### src/rtl/fifo_rd_ctrl.sv
// Read side of the dual-clock FIFO: write-pointer sync, Gray read pointer, empty flag, registered-read memory port.
// wr pointer to m_valid is 4 edges; a 2-entry output buffer absorbs m_ready stalls at 1 word/cycle. FIFO_RD_LEVEL_EN adds rd_level.
module fifo_rd_ctrl #(
  parameter int DATASIZE = 8,
  parameter int ADDRSIZE = 4
) (
  input  logic                rd_clk,
  input  logic                rd_rst_n,
  input  logic [ADDRSIZE:0]   wr_ptr_gray,
  output logic [ADDRSIZE:0]   rd_ptr_gray,
  output logic                mem_rd_en,
  output logic                mem_rd_empty,
  output logic [ADDRSIZE-1:0] mem_rd_addr,
  input  logic [DATASIZE-1:0] mem_rd_data,
  output logic [DATASIZE-1:0] m_data,
  output logic                m_valid,
  input  logic                m_ready,
  output logic [ADDRSIZE:0]   rd_level
);

  logic [ADDRSIZE:0]   wq1, wq2;
  logic [ADDRSIZE:0]   rd_bin, rd_bin_next, rd_gray_next;
  logic                empty, issue, pop, inflight;
  logic [1:0]          held;
  logic [2:0]          occ_next;
  logic                head, tail;
  logic [DATASIZE-1:0] obuf [2];

  always_ff @(posedge rd_clk or negedge rd_rst_n) begin
    if (!rd_rst_n) begin
      wq1 <= '0;
      wq2 <= '0;
    end else begin
      wq1 <= wr_ptr_gray;
      wq2 <= wq1;
    end
  end

  // Words buffered or on their way after this cycle; issuing is safe only if that leaves a free slot.
  assign pop          = m_valid && m_ready;
  assign occ_next     = {1'b0, held} + {2'b00, inflight} - {2'b00, pop};
  assign issue        = !empty && (occ_next < 3'd2);
  assign rd_bin_next  = rd_bin + {{ADDRSIZE{1'b0}}, issue};
  assign rd_gray_next = rd_bin_next ^ (rd_bin_next >> 1);

  assign mem_rd_en    = issue;
  assign mem_rd_empty = empty;
  assign mem_rd_addr  = rd_bin[ADDRSIZE-1:0];

  always_ff @(posedge rd_clk or negedge rd_rst_n) begin
    if (!rd_rst_n) begin
      rd_bin      <= '0;
      rd_ptr_gray <= '0;
      empty       <= 1'b1;
      inflight    <= 1'b0;
    end else begin
      rd_bin      <= rd_bin_next;
      rd_ptr_gray <= rd_gray_next;
      empty       <= (rd_gray_next == wq2);
      inflight    <= issue;
    end
  end

  always_ff @(posedge rd_clk or negedge rd_rst_n) begin
    if (!rd_rst_n) begin
      held    <= 2'd0;
      head    <= 1'b0;
      tail    <= 1'b0;
      obuf[0] <= '0;
      obuf[1] <= '0;
    end else begin
      if (inflight) begin
        obuf[tail] <= mem_rd_data;
        tail       <= ~tail;
      end
      if (pop) head <= ~head;
      case ({inflight, pop})
        2'b10:   held <= held + 2'd1;
        2'b01:   held <= held - 2'd1;
        default: held <= held;
      endcase
    end
  end

  assign m_valid = (held != 2'd0);
  assign m_data  = obuf[head];

`ifdef FIFO_RD_LEVEL_EN
  logic [ADDRSIZE:0] wq2_bin;

  always_comb begin
    wq2_bin = '0;
    for (int i = 0; i <= ADDRSIZE; i++) wq2_bin[i] = ^(wq2 >> i);
  end

  always_ff @(posedge rd_clk or negedge rd_rst_n) begin
    if (!rd_rst_n) rd_level <= '0;
    else           rd_level <= wq2_bin - rd_bin;
  end
`else
  assign rd_level = '0;
`endif

endmodule

### config.mk
export PLATFORM = sky130hd
export DESIGN_NAME = fifo_rd_ctrl
export DESIGN_NICKNAME = d
export VERILOG_FILES = /design/src/rtl/fifo_rd_ctrl.sv
export SDC_FILE = /design/constraint.sdc
export NUM_CORES = 1
export LEC_CHECK = 0
export ABC_AREA = 1
export BUFFER_PORTS_ARGS = -buffer_cell sky130_fd_sc_hd__buf_4
export CORE_ASPECT_RATIO = 0.9
export CORE_MARGIN = 2
export CORE_UTILIZATION = 53
export CTS_CLUSTER_DIAMETER = 80
export DETAILED_ROUTE_END_ITERATION = 12
export PLACE_DENSITY = 0.78
export SLEW_MARGIN = 40
export SYNTH_ARGS = -nofsm -noshare
export SYNTH_HDL_FRONTEND = slang
export SYNTH_SLANG_ARGS = --single-unit
### constraint.sdc
create_clock -name rd_clk -period 3.55 [get_ports rd_clk]
set_input_delay 0.5325 -clock rd_clk [delete_from_list [all_inputs] [get_ports rd_clk]]
set_output_delay 0.5325 -clock rd_clk [all_outputs]
set_load 0.005 [all_outputs]
## Word level (Yosys, flattened, before mapping)

Index checks and enable logic that the tools add are counted.

- Register bits: 42
- Bits of input ports: 16
- Output and inout bits: 25
- Word-level logic and storage cells: 41

- Add/subtract/negate cells: 5
- Magnitude comparators: 4
- Equal/unequal tests: 3
- Multiplexer cells: 7
- Bitwise operators: 5
- Reduce and logical (&&, ||, !) cells: 6

Operators with widths:

| operator | number |
|---|---|
| 8-bit 2-to-1 mux | 4 |
| 16-bit bitwise mux | 1 |
| 8-bit demux with 1-bit select | 1 |
| 5-bit by 1-bit adder with 5-bit output | 1 |
| 5-bit equality test | 1 |
| 5-bit by 4-bit bitwise XOR with 5-bit output | 1 |
| 2-bit >= comparator (second input constant) | 2 |
| 1-bit inverter with 2-bit output | 2 |
| 2-bit one-hot mux with 2 select lines | 1 |
| 2-bit nonzero test | 2 |
| 2-bit by 1-bit adder with 3-bit output | 1 |
| 1-bit logical AND | 3 |
| 3-bit by 2-bit less-than comparator with 1-bit output (second input constant) | 1 |
| 3-bit by 1-bit subtractor with 3-bit output | 1 |
| 2-bit by 1-bit adder with 2-bit output (second input constant) | 1 |
| 2-bit by 1-bit equality test with 1-bit output (second input constant) | 1 |
| 2-bit equality test (second input constant) | 1 |
| 2-bit by 1-bit less-than comparator with 1-bit output (second input constant) | 1 |
| 1-bit inverter | 2 |
| 2-bit by 1-bit subtractor with 2-bit output (second input constant) | 1 |
| 1-bit logical NOT | 1 |

## Longest topological paths before layout

Gate-level depths: netlist of the first run.

- Word-level depth: 8
- Mapped depth: 22
- Gate-level depth less buffers: 22

## Least setup slack after synthesis of the first run

OpenSTA, ideal clock, no wires.

- Path kind: flip-flop to flip-flop
- Start point: register held[1]
- End point: register empty, in the netlist mem_rd_empty
- Setup time: 0.067 ns
- Arrival time: 2.717 ns
- Required time: 3.483 ns
- Setup slack: 0.766 ns
- Cell stages (with the launch flop): 22
- Buffers on the path: 0
- Period minus slack after synthesis: 2.784 ns
- Cells stage by stage: dfrtp_1 > inv_1 > nand2_1 > nand2_1 > inv_1 > nand2_1 > o21ai_0 > nand2_1 > fa_1 > xnor2_1 > nand2_1 > nor2_1 > ha_1 > ha_1 > nand3_1 > nand2_1 > nand2_1 > nand2_1 > nand3_1 > nand2_1 > nand2_1 > nor2_1

- Cells in the longest elaborated chain, start to end: 8
- Elaborated cells on any way between the ends: 9
- Those cells by class: 3 x add/sub; 1 x order compare; 1 x eq/ne; 1 x bitwise; 3 x reduce/logical

RTL lines:

| what | RTL line | source |
|---|---|---|
| start: declaration | 24 | `logic [1:0] held;` |
| start signal: assignment | 78 | `2'b10: held <= held + 2'd1;` |
| start signal: assignment | 79 | `2'b01: held <= held - 2'd1;` |
| start signal: assignment | 80 | `default: held <= held;` |
| 2-bit nonzero test | 85 | `assign m_valid = (held != 2'd0);` |
| net m_valid | 16 | `output logic m_valid,` |
| 1-bit logical AND | 40 | `assign pop = m_valid && m_ready;` |
| 3-bit by 1-bit subtractor with 3-bit output | 41 | `assign occ_next = {1'b0, held} + {2'b00, inflight} - {2'b00, pop};` |
| 3-bit by 2-bit less-than comparator with 1-bit output | 42 | `assign issue = !empty && (occ_next < 3'd2);` |
| 1-bit logical AND | 42 |  |
| net mem_rd_en | 11 | `output logic mem_rd_en,` |
| 5-bit by 1-bit adder with 5-bit output | 43 | `assign rd_bin_next = rd_bin + {{ADDRSIZE{1'b0}}, issue};` |
| 5-bit by 4-bit bitwise XOR with 5-bit output | 44 | `assign rd_gray_next = rd_bin_next ^ (rd_bin_next >> 1);` |
| 5-bit equality test | 59 | `empty <= (rd_gray_next == wq2);` |
| end signal: assignment | 59 |  |
| end: declaration | 23 | `logic empty, issue, pop, inflight;` |

The timed path passes the listed nets, and every way through them passes these cells.
A chain may end at the register's enable or synchronous reset.

## Final worst setup path of the first run

- Start point: register held[1]
- End point: register empty, in the netlist mem_rd_empty

- Cells in the longest elaborated chain, start to end: 8
- Elaborated cells on any way between the ends: 9
- Those cells by class: 3 x add/sub; 1 x order compare; 1 x eq/ne; 1 x bitwise; 3 x reduce/logical

RTL lines:

| what | RTL line |
|---|---|
| branches (longest 2 deep; another with 2-bit by 1-bit adder with 3-bit output) | -- |
| 3-bit by 1-bit subtractor with 3-bit output (*) | 41 |
| 3-bit by 2-bit less-than comparator with 1-bit output (*) | 42 |
| 1-bit logical AND (*) | 42 |
| 5-bit by 1-bit adder with 5-bit output (*) | 43 |
| 5-bit by 4-bit bitwise XOR with 5-bit output (*) | 44 |
| 5-bit equality test (*) | 59 |

Every way passes the cells marked *.

==> run_results.csv, run 1 <==
group,metric,value,unit
power,p_per_area,1000,nW/µm²
detailed_routing,drt.antenna.violating_nets,0,
cells_and_area,postLayoutCoreUtil,0.654,
setup_path,worst_ep_required_time,3.79,ns
detailed_routing,drt_first_pass_iters,4,
cells_and_area,nets,253,
clocking,tritoncts,"done",
synthesis,synth-seq-area-share,0.563,
placed_design,place_hpwl,2260,µm
sta,drv_slew,0,
clocking,post_cts_repair_timing_setup_buffer_count,0,
power,power.ir.vdd_worst,0.000434,V
sta,final-setup-viol-count,0,
detailed_routing,postRouteWirelength,3200,µm
setup_path,setup.worst_path.end_class,"flop",
clocking,post_cts_hold_buffer_count,0,
sta,hold_viol,0,
placed_design,globalplace.congestion,0.826,
clocking,clock-root-buffer,"clkbuf_8",
global_route,overflow,0,
power,p_leak,1.17,nW
sta,max_slew.worst_pin.slew,0.739,ns
clocking,cts_max_path_buffers,2,
clocking,cts_inserted_buffers,5,
detailed_routing,post_drt_wl_per_cell,11.5,µm
global_route,busiest_layer,"met2",
setup_path,critical_path.startpoint,"held[1]$_DFFE_PN0P_",
setup_path,worst-path-max-fanout,6,
clocking,cts_htree_levels,2,
global_route,grt_start_max_net_pins,42,
detailed_routing,detail_route.iter0.violations,110,
detailed_routing,post_drt_via_cell_ratio,4.79,
sta,final_critical_path_setup_slack,0.433,ns
global_route,via_count_of_the_first_global_routing_pass,1206,
synthesis,ys_seq_elements,41,
sta,final.hold.worst_slack,0.196,ns
floorplan,row_count,20,
floorplan,die_y,59.6,µm
global_route,global_route.usage.met1,0.258,
placed_design,portBuffers,35,
global_route,wire_length_of_the_first_global_routing_pass,5390,µm
outcome,run_status,"completed",
synthesis,synth_top_cell_by_area,"dfrtp_1",
placed_design,placed_cell_area,2070,µm²
synthesis,synthCells,198,
cells_and_area,post_layout_inst_area,2180,µm²
synthesis,synth_area,1820,µm²
global_route,met2_usage_grt,0.280,
floorplan,ios,41,
global_route,grt_antenna_before_repair,0,
placed_design,pre_cts_ws,0.375,ns
sta,timing.setup.tns,0,ns
floorplan,core,3330,µm²
detailed_routing,detail_route.drc_violations,0,
synthesis,synth.top_cells.by_area,"dfrtp_1 (55%), nand2_1 (16%), o21ai_2 (3.8%)",
clocking,clkLatencyLatePin,0.29,ns
global_route,groute.usage.overall,0.187,
power,total_power,2.18,mW
clocking,clk_pin_slew_worst_paths,0.08,ns
setup_path,setup.worst_path.class,"flop to flop",
setup_path,cp_data_arrival_time,3.35,ns
global_route,grt.met3_usage,0.0589,
cells_and_area,final_cell_count_no_fill,279,
floorplan,die_width,65.8,µm
detailed_routing,vias,1337,
sta,clock.fmax,0.321,GHz
cells_and_area,layout-drive-gt1-share,0.247,
setup_path,crit_path_start_kind,"flop",
clocking,cts.sink_count,41,
floorplan,start_util,0.548,
sta,fin_worst_skew,0.00727,ns
cells_and_area,diodes,0,
job,drv.max_cap_violation_count,0,
worst_hold_path,hold_class,"input port to asynchronous set/reset pin",
synthesis,yosys_warnings,0,
sta,grt_setup_unrepaired,"false",
cells_and_area,area_growth_syn_to_layout,19.4,%
sta,post-route-min-period,3.12,ns
synthesis,yosys.area.top_type_share,0.549,
placed_design,dp.cells,271,
synthesis,synthDistinctLibCells,25,
floorplan,die_outline_area,3930,µm²
sta,timing.slew.headroom,0.507,
setup_path,worstReg2RegStart,"held[1]$_DFFE_PN0P_",
sta,layout_worst_path_cycle_share,0.878,
synthesis,synth.avg_cell_area,9.21,µm²
[final cells by class]
| cell class | instances | area [µm²] |
|---|---|---|
| Tap cell | 44 | 55.1 |
| Inverter | 21 | 78.8 |
| Timing Repair Buffer | 35 | 263 |
| Sequential cell | 41 | 1030 |
| Multi-Input combinational cell | 130 | 646 |
| Fill cell | 280 | 1150 |
| Clock buffer | 6 | 72.6 |
| Clock inverter | 2 | 35.0 |
[registers in the layout (all words and copies together), names as in the netlist]
signal        cells
rd_bin            5
head              1
mem_rd_empty      1
tail              1
wq1               5
inflight          1
held              2
wq2               5
obuf             16
rd_ptr_gray       4
[repair_timing]
item                                    4_1_cts  5_1_grt
gates resized for setup                       0        1
endpoints found under the setup margin        0        1
hold endpoints to repair                      0        0
[cell usage after synthesis]
master    count
fa_1          1
nor2_1        2
ha_1          2
nand2_2       4
dfrtp_1      40
inv_1        18
o21ai_2       8
inv_2         2
or2_1         1
conb_1        1
xnor2_1       2
nand3b_1      1
nand3_1       9
dfstp_2       1
nand2_1      76
o21ai_0      10
clkinv_1      1
nand4_1       4
a21oi_1       1
buf_12        1
buf_2         1
buf_4         5
buf_6         2
xor2_1        4
clkbuf_1      1
[kinds of logic (layout without fill, tap and decap cells)]
family                   after synthesis  after routing  share of synthesized area
buffers and inverters                 31             64                     0.0920
flip-flops                            41             41                      0.563
AO/OA/AOI/OAI                         19             19                     0.0686
XOR/XNOR                               6              6                     0.0288
adder cells (fa/ha/maj)                3              3                     0.0247
AND/OR/NAND/NOR                       97             97                      0.220
other                                  1              5                    0.00206
[cells in the final DEF, fill, tap and decap left out]
cell	instances
bufinv_16	1
nand4_1	4
nand2_2	4
nor2_1	2
nand3b_1	1
ha_2	1
clkbuf_8	5
inv_2	2
or2_1	1
nand3_1	9
dfstp_2	1
buf_4	35
inv_1	18
conb_1	5
clkbuf_1	1
clkinv_1	1
ha_1	1
xor2_1	4
o21ai_0	10
o21ai_2	8
a21oi_1	1
xnor2_1	2
fa_1	1
nand2_1	76
dfrtp_1	40
clkinv_2	1
[where the power goes]
| part | leakage, nW | switching, mW | internal [mW] |
|---|---|---|---|
| Sequential | 0.494 | 0.142 | 0.658 |
| Clock | 0.0552 | 0.157 | 0.209 |
| Combinational | 0.619 | 0.553 | 0.459 |
[layer usage]
metal / vias to the layer above / share of wire
met5: - / 0
met4: 0 / 0.015
met3: 7 / 0.056
met2: 37 / 0.47
met1: 619 / 0.46
li1: 674 / -
[critical path, cell delays in order, from the launching register on]
cell and delay, ns:
dfrtp_1 0.42, inv_1 0.09, nand2_1 0.09, nand2_1 0.10, inv_1 0.07, nand2_1 0.05, o21ai_0 0.13, nand2_1 0.11
fa_1 0.39, xnor2_1 0.16, nand2_1 0.06, nor2_1 0.16, ha_1 0.25, ha_2 0.26, nand3_1 0.11, nand2_1 0.09
nand2_1 0.11, nand2_1 0.11, nand3_1 0.08, nand2_1 0.07, nand2_1 0.06, nor2_1 0.09
[final timing paths]
| path | to | slack [ns] | cells past startpoint |
|---|---|---|---|
| setup / recovery | mem_rd_empty$_DFF_PN1_ | 0.43 | 21 |
| hold / removal | wq2[2]$_DFF_PN0_ | 0.20 | 1 |
| setup reg to reg | mem_rd_empty$_DFF_PN1_ | 0.43 | 21 |
| hold reg to reg | wq2[2]$_DFF_PN0_ | 0.35 | 0 |
| max in group asynchronous | mem_rd_empty$_DFF_PN1_ | 2.99 | 1 |
| min in group rd_clk | wq1[2]$_DFF_PN0_ | 0.34 | 1 |
No activity file was read; power rests on OpenSTA's default activity.
==> inputs of run 2 (changes only) <==
==> constraint.sdc (replaced) <==
create_clock -name rd_clk -period 3.55 [get_ports rd_clk]
set_input_delay 0.355 -clock rd_clk [delete_from_list [all_inputs] [get_ports rd_clk]]
set_output_delay 0.355 -clock rd_clk [all_outputs]
set_load 0.005 [all_outputs]
==> run 2 against run 1 <==
Hold slack got worse by 0.16 ns. Highest routed layer unchanged. First-iteration DRC count fell by 13%. Utilization fell by 0.19 points.
==> run_results.csv, run 2 (synthesized netlist as in run 1, its figures left out) <==
group,metric,value,unit
setup_path,delay_of_the_slowest_cell_on_the_worst_path,0.41,ns
placed_design,placed_cell_area,2070,µm²
cells_and_area,area_growth_syn_to_layout,19.1,%
global_route,via_count_of_the_first_global_routing_pass,1149,
power,power.switching,820,µW
clocking,cts_max_path_buffers,2,
power,power.ir.vdd_worst,0.000460,V
cells_and_area,post_layout_inst_area,2170,µm²
cells_and_area,layout-drive-gt1-share,0.244,
cells_and_area,final_cell_count_no_fill,278,
power,sequential_share_of_power,0.375,
detailed_routing,post_drt_via_cell_ratio,4.76,
cells_and_area,largest_register_ff_count,16,
setup_path,crit_path_start_kind,"flop",
detailed_routing,drt.antenna.violating_nets,0,
power,p_leak,1.17,nW
outcome,run_status,"completed",
power,total_power,2.14,mW
global_route,overflow,0,
setup_path,timing.critical_path.cells,"inv_1 -> nand2_1 -> nand2_1 -> inv_1 -> nand2_1 -> o21ai_0 -> nand2_1 -> fa_1 -> xnor2_1 -> nand2_1 -> nor2_1 -> ha_1 -> ha_1 -> nand3_1 -> nand2_1 -> nand2_1 -> nand2_1 -> nand3_1 -> nand2_1 -> nand2_1 -> nor2_1",
clocking,post_cts_hold_buffer_count,0,
floorplan,core,3330,µm²
power,share_of_total_power_consumed_by_net_switching,0.384,
cells_and_area,nets,253,
power,p_clk_frac,0.163,
clocking,cts_inserted_buffers,5,
placed_design,dp.cells,271,
setup_path,cp_data_arrival_time,3.33,ns
setup_path,worst-path-max-fanout,6,
clocking,clkLatencyLatePin,0.29,ns
placed_design,portBuffers,35,
floorplan,die_y,59.6,µm
cells_and_area,diodes,0,
setup_path,worst_ep_required_time,3.77,ns
detailed_routing,post_drt_wl_per_cell,10.8,µm
sta,fin_worst_skew,0.00507,ns
global_route,groute.usage.overall,0.177,
detailed_routing,postRouteWirelength,3000,µm
floorplan,die_outline_area,3930,µm²
global_route,wire_length_of_the_first_global_routing_pass,5090,µm
sta,timing.slew.headroom,0.510,
floorplan,start_util,0.548,
worst_hold_path,hold_class,"input port to asynchronous set/reset pin",
setup_path,cp_top_family,"simple AND/OR/NAND/NOR gates",
clocking,clk_pin_slew_worst_paths,0.07,ns
power,p_per_area,984,nW/µm²
sta,grt_setup_unrepaired,"false",
setup_path,path_depth,21,
setup_path,timing.reg2reg.setup_slack,0.44,ns
global_route,grt_start_max_net_pins,42,
setup_path,critPathMostFrequentCell,"nand2_1",
clocking,cts.sink_count,41,
cells_and_area,most-common-layout-cells,"nand2_1 (76), dfrtp_1 (40), buf_4 (35)",
setup_path,timing.critical_path.slowest_stage_cell,"dfrtp_1",
detailed_routing,vias,1323,
sta,max_slew.worst_pin.slew,0.735,ns
power,internal,1.32,mW
detailed_routing,detail_route.iter0.violations,96,
setup_path,setup.worst_path.end_class,"flop",
clocking,clock-root-buffer,"clkbuf_8",
global_route,grt_antenna_before_repair,0,
sta,post-route-min-period,3.11,ns
power,power_frac_comb,0.463,
sta,drv_slew,0,
setup_path,setup.worst_path.class,"flop to flop",
sta,layout_worst_path_cycle_share,0.877,
cells_and_area,mostFrequentLayoutCell,"nand2_1",
setup_path,worstSetupEndpoint,"mem_rd_empty$_DFF_PN1_",
floorplan,ios,41,
sta,hold_viol,0,
setup_path,critical_r2r_capture,"mem_rd_empty$_DFF_PN1_",
clocking,tritoncts,"done",
cells_and_area,largest_register,"obuf",
placed_design,place_hpwl,2110,µm
placed_design,globalplace.congestion,0.800,
detailed_routing,drt_first_pass_iters,4,
sta,clock.fmax,0.321,GHz
setup_path,worstRegToRegCells,21,
cells_and_area,postLayoutCoreUtil,0.652,
sta,final-setup-viol-count,0,
floorplan,die_width,65.8,µm
setup_path,total_buffers_and_inverters_traversed_by_the_critical_path,2,
setup_path,worstReg2RegStart,"held[1]$_DFFE_PN0P_",
setup_path,critical_path.startpoint,"held[1]$_DFFE_PN0P_",
floorplan,row_count,20,
detailed_routing,detail_route.drc_violations,0,
job,drv.max_cap_violation_count,0,
clocking,cts_resized,0,
clocking,post_cts_repair_timing_setup_buffer_count,0,
clocking,cts_htree_levels,2,
sta,timing.setup.tns,0,ns
[run 2: worst min path at each step]
stage | cells past startpoint | endpoint | startpoint | slack (ns)
finish | 1 | wq1[3]$_DFF_PN0_ | rd_rst_n | 0.03
global route | 1 | rd_ptr_gray[2]$_DFF_PN0_ | rd_rst_n | 0.06
CTS | 1 | obuf[4]$_DFFE_PN0P_ | rd_rst_n | 0.04
detailed placement | 0 | wq2[3]$_DFF_PN0_ | wq1[3]$_DFF_PN0_ | 0.33
global placement | 0 | wq2[4]$_DFF_PN0_ | wq1[4]$_DFF_PN0_ | 0.33
floorplan | 0 | head$_DFFE_PN0P_ | rd_rst_n | 0.06
[run 2: power by group through the flow]
stage | clock [mW] | sequential, mW | combinational, mW
floorplan | 0 | 0.759 | 0.714
finish | 0.347 | 0.800 | 0.989
CTS | 0.360 | 0.799 | 1.00
global route | 0.378 | 0.824 | 1.13
detailed placement | 0 | 0.804 | 0.996
global placement | 0 | 0.798 | 0.979
[run 2: worst reg2reg max path, stage by stage, from the launching register on]
cell and delay (ns):
dfrtp_1 0.41, inv_1 0.09, nand2_1 0.08, nand2_1 0.09, inv_1 0.06, nand2_1 0.05, o21ai_0 0.13, nand2_1 0.11
fa_1 0.39, xnor2_1 0.16, nand2_1 0.07, nor2_1 0.17, ha_1 0.25, ha_1 0.28, nand3_1 0.13, nand2_1 0.09
nand2_1 0.10, nand2_1 0.10, nand3_1 0.07, nand2_1 0.06, nand2_1 0.05, nor2_1 0.09
[run 2: layout make-up]
cell class,instances,area [µm²]
Clock inverter,2,35.0
Tap cell,44,55.1
Multi-Input combinational cell,130,643
Inverter,21,78.8
Clock buffer,5,68.8
Timing Repair Buffer,35,263
Fill cell,284,1160
Sequential cell,41,1030
[run 2: stage by stage]
stage | hold WS, ns | setup slack [ns]
after floorplan | 0.0594 | 0.766
after global placement | 0.331 | 0.615
after detailed placement | 0.335 | 0.469
after CTS | 0.0447 | 0.416
after global routing | 0.0619 | 0.0284
final | 0.0314 | 0.438
[run 2: metal layers]
| layer | vias up | wire [µm] | global-route usage |
|---|---|---|---|
| met2 | 30 | 1400 | 0.250 |
| li1 | 674 | - | - |
| met3 | 4 | 119 | 0.0456 |
| met1 | 615 | 1440 | 0.258 |
| met4 | 0 | 44 | 0.0804 |
| met5 | - | 0 | 0 |
